File: config.mk
export PLATFORM = sky130hd
export DESIGN_NAME = entropy_src_ht_window_ctrl
export DESIGN_NICKNAME = d
export VERILOG_FILES = /design/src/rtl/entropy_src_ht_window_pkg.sv /design/src/rtl/entropy_src_sat_cntr.sv /design/src/rtl/entropy_src_ht_window_ctrl.sv
export SDC_FILE = /design/constraint.sdc
export NUM_CORES = 1
export LEC_CHECK = 0
export ABC_AREA = 1
export CAP_MARGIN = 30
export CORE_UTILIZATION = 35
export DETAILED_ROUTE_END_ITERATION = 7
export PLACE_DENSITY = 0.6
export SLEW_MARGIN = 15
export SYNTH_ARGS = -nofsm -noshare
export SYNTH_HDL_FRONTEND = slang
export SYNTH_SLANG_ARGS = --single-unit
File: constraint.sdc
create_clock -name clk_i -period 3.4 [get_ports clk_i]
set_input_delay 0.51 -clock clk_i [delete_from_list [all_inputs] [get_ports clk_i]]
set_output_delay 0.51 -clock clk_i [all_outputs]
set_load 0.02 [all_outputs]
File: src/rtl/entropy_src_ht_window_pkg.sv
// Shared types and default widths for the entropy_src health-test window controller.
package entropy_src_ht_window_pkg;

  localparam int NumTestsDefault      = 6;
  localparam int WinCntWidthDefault   = 16;
  localparam int AlertCntWidthDefault = 16;

  // Sparse encoding: every legal pair differs in two bits, so a single upset lands illegal.
  localparam int StateWidth = 3;
  typedef enum logic [StateWidth-1:0] {
    Idle   = 3'b101,
    Run    = 3'b011,
    CfgErr = 3'b110
  } state_e;

endpackage

File: src/rtl/entropy_src_sat_cntr.sv
// Saturating up-counter with clear-then-increment semantics on a single edge.
module entropy_src_sat_cntr #(
  parameter int Width = 16
) (
  input  logic             clk_i,
  input  logic             rst_i,
  input  logic             clr_i,
  input  logic             incr_i,
  output logic [Width-1:0] cnt_o
);

  localparam logic [Width-1:0] One = Width'(1);

  logic [Width-1:0] cnt_q, cnt_d;

  always_comb begin
    cnt_d = clr_i ? '0 : cnt_q;
    if (incr_i && (cnt_d != {Width{1'b1}})) begin
      cnt_d = cnt_d + One;
    end
  end

  always_ff @(posedge clk_i) begin
    if (rst_i) begin
      cnt_q <= '0;
    end else begin
      cnt_q <= cnt_d;
    end
  end

  assign cnt_o = cnt_q;

endmodule

File: src/rtl/entropy_src_ht_window_ctrl.sv
// Health-test window controller: counts samples into windows, emits done/fail pulses
// one cycle after the last sample, and tracks alert and total failing-window counts.
module entropy_src_ht_window_ctrl
  import entropy_src_ht_window_pkg::*;
#(
  parameter int NumTests      = NumTestsDefault,
  parameter int WinCntWidth   = WinCntWidthDefault,
  parameter int AlertCntWidth = AlertCntWidthDefault
) (
  input  logic                     clk_i,
  input  logic                     rst_i,
  input  logic                     enable_i,
  input  logic [WinCntWidth-1:0]   window_size_i,
  input  logic                     sample_vld_i,
  input  logic [NumTests-1:0]      test_fail_i,
  input  logic [AlertCntWidth-1:0] alert_thresh_i,
  input  logic                     rst_alert_cntr_i,
  output logic                     test_clr_o,
  output logic                     ht_done_pulse_o,
  output logic                     ht_fail_pulse_o,
  output logic                     alert_thresh_fail_o,
  output logic [AlertCntWidth-1:0] alert_cnt_o,
  output logic [AlertCntWidth-1:0] fail_total_o,
  output logic [WinCntWidth-1:0]   window_cnt_o,
  output logic                     cfg_err_o
);

  localparam logic [WinCntWidth-1:0] WinOne = WinCntWidth'(1);

  state_e                 state_q;
  logic [WinCntWidth-1:0] window_size_q, window_cnt_q;
  logic                   done_q, fail_q, clr_q, cfg_err_q;
  logic                   window_end, fail_incr;

  // A window closes on the accepted sample that fills it; enable low swallows it.
  assign window_end = enable_i && (state_q == Run) && sample_vld_i &&
                      (window_cnt_q == (window_size_q - WinOne));
  assign fail_incr  = window_end && (|test_fail_i);

  always_ff @(posedge clk_i) begin
    if ((state_q == Idle) && enable_i) begin
      window_size_q <= window_size_i;
    end
  end

  always_ff @(posedge clk_i) begin
    if (rst_i) begin
      state_q      <= Idle;
      window_cnt_q <= '0;
      done_q       <= 1'b0;
      fail_q       <= 1'b0;
      clr_q        <= 1'b0;
      cfg_err_q    <= 1'b0;
    end else begin
      done_q <= 1'b0;
      fail_q <= 1'b0;
      clr_q  <= 1'b0;
      case (state_q)
        Idle: begin
          window_cnt_q <= '0;
          if (enable_i) begin
            clr_q <= 1'b1;
            if (window_size_i == '0) begin
              state_q   <= CfgErr;
              cfg_err_q <= 1'b1;
            end else begin
              state_q <= Run;
            end
          end
        end
        Run: begin
          if (!enable_i) begin
            state_q      <= Idle;
            window_cnt_q <= '0;
          end else if (window_end) begin
            window_cnt_q <= '0;
            done_q       <= 1'b1;
            fail_q       <= |test_fail_i;
            clr_q        <= 1'b1;
          end else if (sample_vld_i) begin
            window_cnt_q <= window_cnt_q + WinOne;
          end
        end
        CfgErr: begin
          if (!enable_i) begin
            state_q   <= Idle;
            cfg_err_q <= 1'b0;
          end
        end
        default: begin
          state_q      <= CfgErr;
          cfg_err_q    <= 1'b1;
          window_cnt_q <= '0;
        end
      endcase
    end
  end

  entropy_src_sat_cntr #(
    .Width (AlertCntWidth)
  ) u_alert_cntr (
    .clk_i  (clk_i),
    .rst_i  (rst_i),
    .clr_i  (rst_alert_cntr_i),
    .incr_i (fail_incr),
    .cnt_o  (alert_cnt_o)
  );

  entropy_src_sat_cntr #(
    .Width (AlertCntWidth)
  ) u_fail_total_cntr (
    .clk_i  (clk_i),
    .rst_i  (rst_i),
    .clr_i  (1'b0),
    .incr_i (fail_incr),
    .cnt_o  (fail_total_o)
  );

  assign alert_thresh_fail_o = (alert_thresh_i != '0) && (alert_cnt_o >= alert_thresh_i);

  assign test_clr_o      = clr_q;
  assign ht_done_pulse_o = done_q;
  assign ht_fail_pulse_o = fail_q;
  assign window_cnt_o    = window_cnt_q;
  assign cfg_err_o       = cfg_err_q;

endmodule

==> results.tsv, run 1 <==
stage	metric	value	unit
synth	syn_inst	788	
cts	clkSlewWorstSetupHoldPaths	50	ps
worst_hold_path	hold_path.class	reg -> reg	
global_route	first_global_vias	4763	
global_route	groute.layer.met2.usage	32.09	%
detailed_routing	route.detailed.drc	0	
synth	post_synth_num_cell_types	39	
cells_and_area	final_nets	952	
synth	net_count_after_synthesis	851	
detailed_routing	wl	14010	um
detailed_routing	drt_first_pass_iters	5	
global_route	grt_pass1_wl	22660	um
cts	post_cts_resized	0	
global_route	grt.overflow.total	0	
power	power.density_cell_area	338.2	nW/um^2
cells_and_area	commonest_non_fill_non_tap_cell_in_the_layout	sky130_fd_sc_hd__nand2_1	
detailed_routing	num_vias	5220	
die	row_count	43	
synth	synth.top_cells.by_area	sky130_fd_sc_hd__dfxtp_1, sky130_fd_sc_hd__nand2_1, sky130_fd_sc_hd__nor2_1, sky130_fd_sc_hd__edfxtp_1, sky130_fd_sc_hd__inv_1	
cts	clock_latency_on_the_worst_skew_pair	350	ps
placed_design	io_buffers	95	
cells_and_area	layout-area-overhead-vs-synth	28.22	%
outcome	run_status	complete, no violations	
cts	tritoncts	yes	
synth	edff_count_synth	16	
placed_design	post-dp-hpwl	11060	um
sta	setup-violations-final	0	
cts	htreeDepth	3	
sta	setup_tns	0	ps
critical_path	timing.critical_path.required	2890	ps
sta	timing_max_transition_violations_final	0	
global_route	gr-max-usage-layer	met2	
die	core_area	14100	sq um
critical_path	path_max_fanout	2	
cts	cts.root.buffer_cell	sky130_fd_sc_hd__clkbuf_16	
critical_path	startpoint_types	primary input	
global_route	number_of_antenna_violations_at_the_first_check_in_global_routing	0	
sta	maxSlewHeadroom	44.48	%
critical_path	worst_ep_arrival_time	2630	ps
synth	leading_register_cell_type_out_of_synthesis	sky130_fd_sc_hd__dfxtp_1	
critical_path	worst-setup-path-type	in -> out	
cells_and_area	n_antenna_cell	0	
global_route	grt_use_met3	2.399	%
cts	cts_inserted_buffers	9	
synth	seq_area_frac_synth	30.86	%
synth	synth_area_leader	sky130_fd_sc_hd__dfxtp_1	
detailed_routing	detail_route.iter0.violations	255	
detailed_routing	final_antenna_net_count	0	
synth	synth.avg_cell_area	6.504	sq um
detailed_routing	routed_via_density	4.860	
sta	tightest_slew	827.7	ps
sta	clock-skew-final	5.414	ps
cells_and_area	leading_cell_types_in_the_layout_fill_and_taps_excluded	sky130_fd_sc_hd__nand2_1, sky130_fd_sc_hd__nor2_1, sky130_fd_sc_hd__inv_1, sky130_fd_sc_hd__clkdlybuf4s50_1, sky130_fd_sc_hd__nand3_1	
run	number_of_max_capacitance_violations_reported	0	
die	die-width	123.0	um
cells_and_area	drive_above_1_share	6.264	%
sta	timing.final.hold_violations	0	
synth	synth.yosys.warnings	0	
sta	worst_hold_slack	475.2	ps
global_route	grtUsageTotal	19.32	%
die	num_io_pins	96	
sta	achievable-frequency	318.1	MHz
sta	period_minus_slack	3144	ps
die	floorplan.die.height	123.0	um
global_route	grt_start_max_net_pins	29	
synth	mappedNetlistArea	5125	sq um
power	static-leakage-power	2.682	nW
global_route	groute.layer.met1.usage	25.23	%
cts	clock-sinks	71	
die	initial_utilization	36.36	%
cts	post_cts_hold_buffer_count	0	
sta	grt_setup_unrepaired	false	
synth	post-synth-top-area-fraction	21.48	%
power	ir_worst_vdd	0.2771	mV
cts	cts_buffer_depth	2	
die	die_area	15130	sq um
critical_path	crit_path_end_kind	output pin	
synth	yosys_register_bits	71	
placed_design	place_congestion	0.8973	
synth	asyncSetResetFlopFracSynth	0	%
cts	post-cts-setup-buffers	0	
sta	finalCritPeriodShare	92.46	%
detailed_routing	detail_route.wl_per_cell	13.05	um
## where the power goes
group	internal (mW)	switching, mW	leakage, nW
Sequential	0.905	0.0352	0.593
Combinational	0.145	0.211	1.95
Clock	0.565	0.361	0.136
## routing by layer
layer,share of wire (%),wire (um),vias to the layer above
met4,1.9,265,0
met3,4.7,664,14
met1,48,6716,2305
met2,45,6364,123
met5,0,0,-
li1,-,-,2778
## Yosys cell counts (2+ instances only)
cell type                  instances
sky130_fd_sc_hd__nand2_1         184
sky130_fd_sc_hd__nor2_1          132
sky130_fd_sc_hd__inv_1           107
sky130_fd_sc_hd__nand3_1          62
sky130_fd_sc_hd__dfxtp_1          55
sky130_fd_sc_hd__a21oi_1          36
sky130_fd_sc_hd__nand4_1          29
sky130_fd_sc_hd__ha_1             20
sky130_fd_sc_hd__xor2_1           19
sky130_fd_sc_hd__nor3_1           18
sky130_fd_sc_hd__edfxtp_1         16
sky130_fd_sc_hd__o21ai_0          14
sky130_fd_sc_hd__nor2_2           11
sky130_fd_sc_hd__xnor2_1           8
sky130_fd_sc_hd__a211oi_1          7
sky130_fd_sc_hd__clkbuf_1          7
sky130_fd_sc_hd__nand2_2           7
sky130_fd_sc_hd__nor4_1            7
sky130_fd_sc_hd__nand3b_1          6
sky130_fd_sc_hd__nand3_2           5
sky130_fd_sc_hd__nor2_4            5
sky130_fd_sc_hd__a31oi_1           4
sky130_fd_sc_hd__buf_2             4
sky130_fd_sc_hd__buf_6             3
sky130_fd_sc_hd__inv_2             3
sky130_fd_sc_hd__o221ai_1          3
sky130_fd_sc_hd__and2_1            2
sky130_fd_sc_hd__and3_1            2
sky130_fd_sc_hd__nand2_4           2
## critical path, stage by stage
cell                              delay, ps
sky130_fd_sc_hd__clkdlybuf4s50_1        460
sky130_fd_sc_hd__inv_1                   50
sky130_fd_sc_hd__ha_1                   300
sky130_fd_sc_hd__a21oi_1                140
sky130_fd_sc_hd__nor2_1                  50
sky130_fd_sc_hd__a211oi_1               180
sky130_fd_sc_hd__o221ai_1               140
sky130_fd_sc_hd__nand2_1                 70
sky130_fd_sc_hd__nand3_1                 60
sky130_fd_sc_hd__o41ai_1                 70
sky130_fd_sc_hd__inv_1                   60
sky130_fd_sc_hd__clkdlybuf4s50_1        530
## area by class of cell
cell class,count,area (sq um)
Clock inverter,4,46.29
Multi-Input combinational cell,592,3047
Inverter,111,416.7
Clock buffer,12,236.5
Timing Repair Buffer,104,1018
Fill cell,1446,7525
Tap cell,180,225.2
Sequential cell,71,1582
## path summary, 6_finish.rpt
kind,endpoint,startpoint,cells after the start,slack [ps]
setup / recovery,alert_thresh_fail_o,alert_thresh_i[1],12,260
hold / removal,cfg_err_o,cfg_err_o,2,480
setup reg to reg,u_alert_cntr.cnt_o[8],window_size_q[0],13,700
hold reg to reg,cfg_err_o,cfg_err_o,2,480
## per-stage QoR
| stage | utilization (%) | std cells | power [mW] | worst slack (ps) | cell area, sq um |
|---|---|---|---|---|---|
| 2_1_floorplan | - | 788 | 1.188 | 1034 | 5125 |
| 3_3_place_gp | 44.61 | 1058 | 1.314 | 256.9 | 6289 |
| 6_report | 46.62 | 1074 | 2.222 | 256.4 | 6571 |
| 5_1_grt | 46.62 | 1074 | 2.327 | 84.74 | 6571 |
| 4_1_cts | 46.62 | 1074 | 2.247 | 250.5 | 6571 |
| 3_5_place_dp | 44.61 | 1058 | 1.315 | 255.1 | 6289 |
## flip-flops by register name, indices dropped and copies added, names as in the netlist, 3 cells and up
register / count
u_fail_total_cntr.cnt_o: 16
window_size_q: 16
u_alert_cntr.cnt_o: 16
state_q: 3
window_cnt_o: 16
## cell families (layout without fill, tap and decap cells)
logic type / count (synthesis) / count (layout) / synth area share [%]
simple gates: 476 / 476 / 42.29
buf+inv: 125 / 231 / 9.692
flops: 71 / 71 / 30.86
compound gates: 69 / 69 / 7.666
xor+xnor: 27 / 27 / 4.614
fa+ha+maj: 20 / 20 / 4.883
Power figures use the tool's default switching activity.
==> inputs of run 2 (changes only) <==
--- a/config.mk
+++ b/config.mk
@@ -5,12 +5,12 @@
 export SDC_FILE = /design/constraint.sdc
 export NUM_CORES = 1
 export LEC_CHECK = 0
-export ABC_AREA = 1
 export CAP_MARGIN = 30
 export CORE_UTILIZATION = 35
 export DETAILED_ROUTE_END_ITERATION = 7
-export PLACE_DENSITY = 0.6
+export PLACE_DENSITY = 0.62
 export SLEW_MARGIN = 15
 export SYNTH_ARGS = -nofsm -noshare
 export SYNTH_HDL_FRONTEND = slang
+export SYNTH_HIERARCHICAL = 1
 export SYNTH_SLANG_ARGS = --single-unit
==> results.tsv, run 2 <==
stage	metric	value	unit
power	power.density_cell_area	338.4	nW/um^2
cts	cts_buffer_depth	2	
detailed_routing	detail_route.iter0.violations	226	
power	fin_total_pwr	2.179	mW
cells_and_area	drive_above_1_share	17.34	%
global_route	grt_pass1_wl	20500	um
outcome	run_status	finished with violations	
placed_design	place.detailed.instances	812	
critical_path	crit_path_end_kind	flip-flop	
run	number_of_max_capacitance_violations_reported	0	
cts	clock_latency_on_the_worst_skew_pair	340	ps
global_route	grtUsageTotal	20.01	%
synth	synth.top_cells.by_area	sky130_fd_sc_hd__dfxtp_1, sky130_fd_sc_hd__edfxtp_1, sky130_fd_sc_hd__ha_1, sky130_fd_sc_hd__inv_1, sky130_fd_sc_hd__a21oi_1	
sta	maxSlewHeadroom	50.06	%
synth	leading_register_cell_type_out_of_synthesis	sky130_fd_sc_hd__dfxtp_1	
die	row_count	40	
cts	cts.root.buffer_cell	sky130_fd_sc_hd__clkbuf_16	
sta	setup-violations-final	2	
cts	clkSlewWorstSetupHoldPaths	60	ps
placed_design	post_place_cell_area	5883	sq um
power	seqPwrFrac	41.6	%
cells_and_area	n_antenna_cell	0	
synth	seq_area_frac_synth	35.60	%
outcome	violations	negative setup slack	
synth	synth.yosys.warnings	6	
power	power.net_switching	0.5035	mW
synth	post-synth-top-area-fraction	24.78	%
die	die_area	13150	sq um
critical_path	worst-setup-path-type	reg -> reg	
cells_and_area	commonest_non_fill_non_tap_cell_in_the_layout	sky130_fd_sc_hd__clkdlybuf4s50_1	
placed_design	pre_cts_slack	-155.8	ps
critical_path	worst_ep_arrival_time	3670	ps
sta	period_minus_slack	3414	ps
cts	clock-sinks	71	
sta	timing.final.hold_violations	0	
cells_and_area	final_nets	725	
placed_design	io_buffers	95	
synth	edff_count_synth	16	
synth	synth_commonest_cells	sky130_fd_sc_hd__dfxtp_1, sky130_fd_sc_hd__inv_1, sky130_fd_sc_hd__nand2_1, sky130_fd_sc_hd__a21oi_1, sky130_fd_sc_hd__nor2_1	
global_route	first_global_vias	4289	
placed_design	place_congestion	0.8638	
cts	post_cts_hold_buffer_count	0	
sta	clock-skew-final	6.720	ps
synth	mappedNetlistArea	4443	sq um
critical_path	timing.critical_path.required	3650	ps
die	die-width	114.7	um
detailed_routing	routed_via_density	5.325	
synth	synth.avg_cell_area	8.594	sq um
detailed_routing	num_vias	4457	
cts	tritoncts	yes	
detailed_routing	final_antenna_net_count	0	
die	floorplan.die.height	114.7	um
synth	asyncSetResetFlopFracSynth	0	%
cells_and_area	layout-area-overhead-vs-synth	44.95	%
synth	syn_inst	517	
sta	grt_setup_unrepaired	true	
die	num_io_pins	96	
power	power.clock.fraction	47.0	%
synth	synth_most_common_cell	sky130_fd_sc_hd__dfxtp_1	
cts	htreeDepth	3	
detailed_routing	drt_first_pass_iters	4	
sta	achievable-frequency	292.9	MHz
cells_and_area	finish.instance_area	6440	sq um
global_route	grt_start_max_net_pins	21	
detailed_routing	wl	13050	um
sta	finalCritPeriodShare	100.4	%
critical_path	startpoint_types	flip-flop	
power	power.combinational.fraction	11.4	%
synth	synth_area_leader	sky130_fd_sc_hd__dfxtp_1	
sta	timing_max_transition_violations_final	0	
detailed_routing	route.detailed.drc	0	
global_route	number_of_antenna_violations_at_the_first_check_in_global_routing	0	
synth	yosys_register_bits	71	
critical_path	path_max_fanout	5	
synth	post_synth_num_cell_types	67	
detailed_routing	detail_route.wl_per_cell	15.59	um
power	switching_share	23.11	%
power	static-leakage-power	2.446	nW
cells_and_area	finalNonFillerCells	837	
sta	worst_hold_slack	495.2	ps
cts	cts_inserted_buffers	9	
power	ir_worst_vdd	0.3450	mV
placed_design	post-dp-hpwl	9478	um
die	core_area	12210	sq um
sta	postLayoutSetupSlackWorst	-14.36	ps
sta	tightest_slew	743.3	ps
worst_hold_path	hold_path.class	reg -> reg	
die	initial_utilization	36.38	%
power	cellInternalPower	1.676	mW
cells_and_area	leading_cell_types_in_the_layout_fill_and_taps_excluded	sky130_fd_sc_hd__clkdlybuf4s50_1, sky130_fd_sc_hd__dfxtp_1, sky130_fd_sc_hd__buf_4, sky130_fd_sc_hd__inv_1, sky130_fd_sc_hd__nand2_1	
global_route	grt.overflow.total	0	
## run 2: cell types whose count changed in the layout (fill, tap and decap cells not counted), sizes merged, moves of 10 or more
cell	change
or3	+15
inv	-65
nor2	-119
nand4	-16
nor4	+16
xor2	-12
buf	+41
nand2	-160
nor2b	+10
o21ai	+10
nand3	-39
## run 2: final timing paths
kind                                       start                     to  slack, ps  cells past startpoint
worst min register to register         cfg_err_o              cfg_err_o        500                      2
worst max-delay path            window_size_q[1]  u_alert_cntr/cnt_o[8]        -10                     10
worst max register to register  window_size_q[1]  u_alert_cntr/cnt_o[8]        -10                     10
worst min-delay path                   cfg_err_o              cfg_err_o        500                      2
## run 2: what timing repair did
action | 4_1_cts | 5_1_grt
endpoints found under the hold margin | 0 | 0
resized for setup | 16 | 23
pin swaps | 10 | 15
setup endpoints to repair | 10 | 21
buffers inserted | 5 | 4
## run 2: cell type report
class                      instances  area [sq um]
multi-input combinational        392          2816
clock buffer                      10         239.0
inverter                          45         168.9
sequential                        71          1582
clock inverter                     6         83.83
fill                            1151          5772
tap                              168         210.2
timing repair buffer             145          1340
## run 2: metrics by stage
stage / TNS, ps / util, %
global route: -958.0 / 52.74
CTS: -20.61 / 51.70
floorplan: 0 / -
finish: -20.40 / 52.74
detailed placement: -702.1 / 48.18
global placement: -281.5 / 48.18
## run 2: worst max-delay path, cell delays in order (launching register included)
cell,delay [ps]
sky130_fd_sc_hd__edfxtp_1,440
sky130_fd_sc_hd__buf_6,150
sky130_fd_sc_hd__nor4_4,380
sky130_fd_sc_hd__nand3_1,160
sky130_fd_sc_hd__or3_4,420
sky130_fd_sc_hd__a2111oi_4,450
sky130_fd_sc_hd__o31a_4,260
sky130_fd_sc_hd__nand4b_4,110
sky130_fd_sc_hd__or3_4,380
sky130_fd_sc_hd__or3_1,390
sky130_fd_sc_hd__a21oi_1,190
## run 2: power groups by stage
stage               sequential, mW  combinational, mW  clock (mW)
global placement             0.925              0.230           0
detailed placement           0.926              0.234           0
CTS                          0.907              0.245        1.05
global route                 0.910              0.270        1.08
floorplan                    0.928              0.114           0
finish                       0.907              0.247        1.02
## run 2: per-layer routing
layer	track usage, %	part of all wire, %	vias up	wire, um
li1	-	-	2200	-
met1	22.96	43	2140	5634
met2	36.08	51	107	6719
met3	4.659	4.5	10	587
met4	7.273	0.82	0	107
met5	0	0	-	0
## run 2: cell families after synthesis
kind of cell	Yosys count	synth area share, %
AO/OA/AOI/OAI	101	14.84
XOR/XNOR	23	4.534
adder cells (fa/ha/maj)	18	5.069
buffers and inverters	57	5.435
flip-flops	71	35.60
multiplexers	6	1.408
other	1	0.08440
AND/OR/NAND/NOR	240	33.03
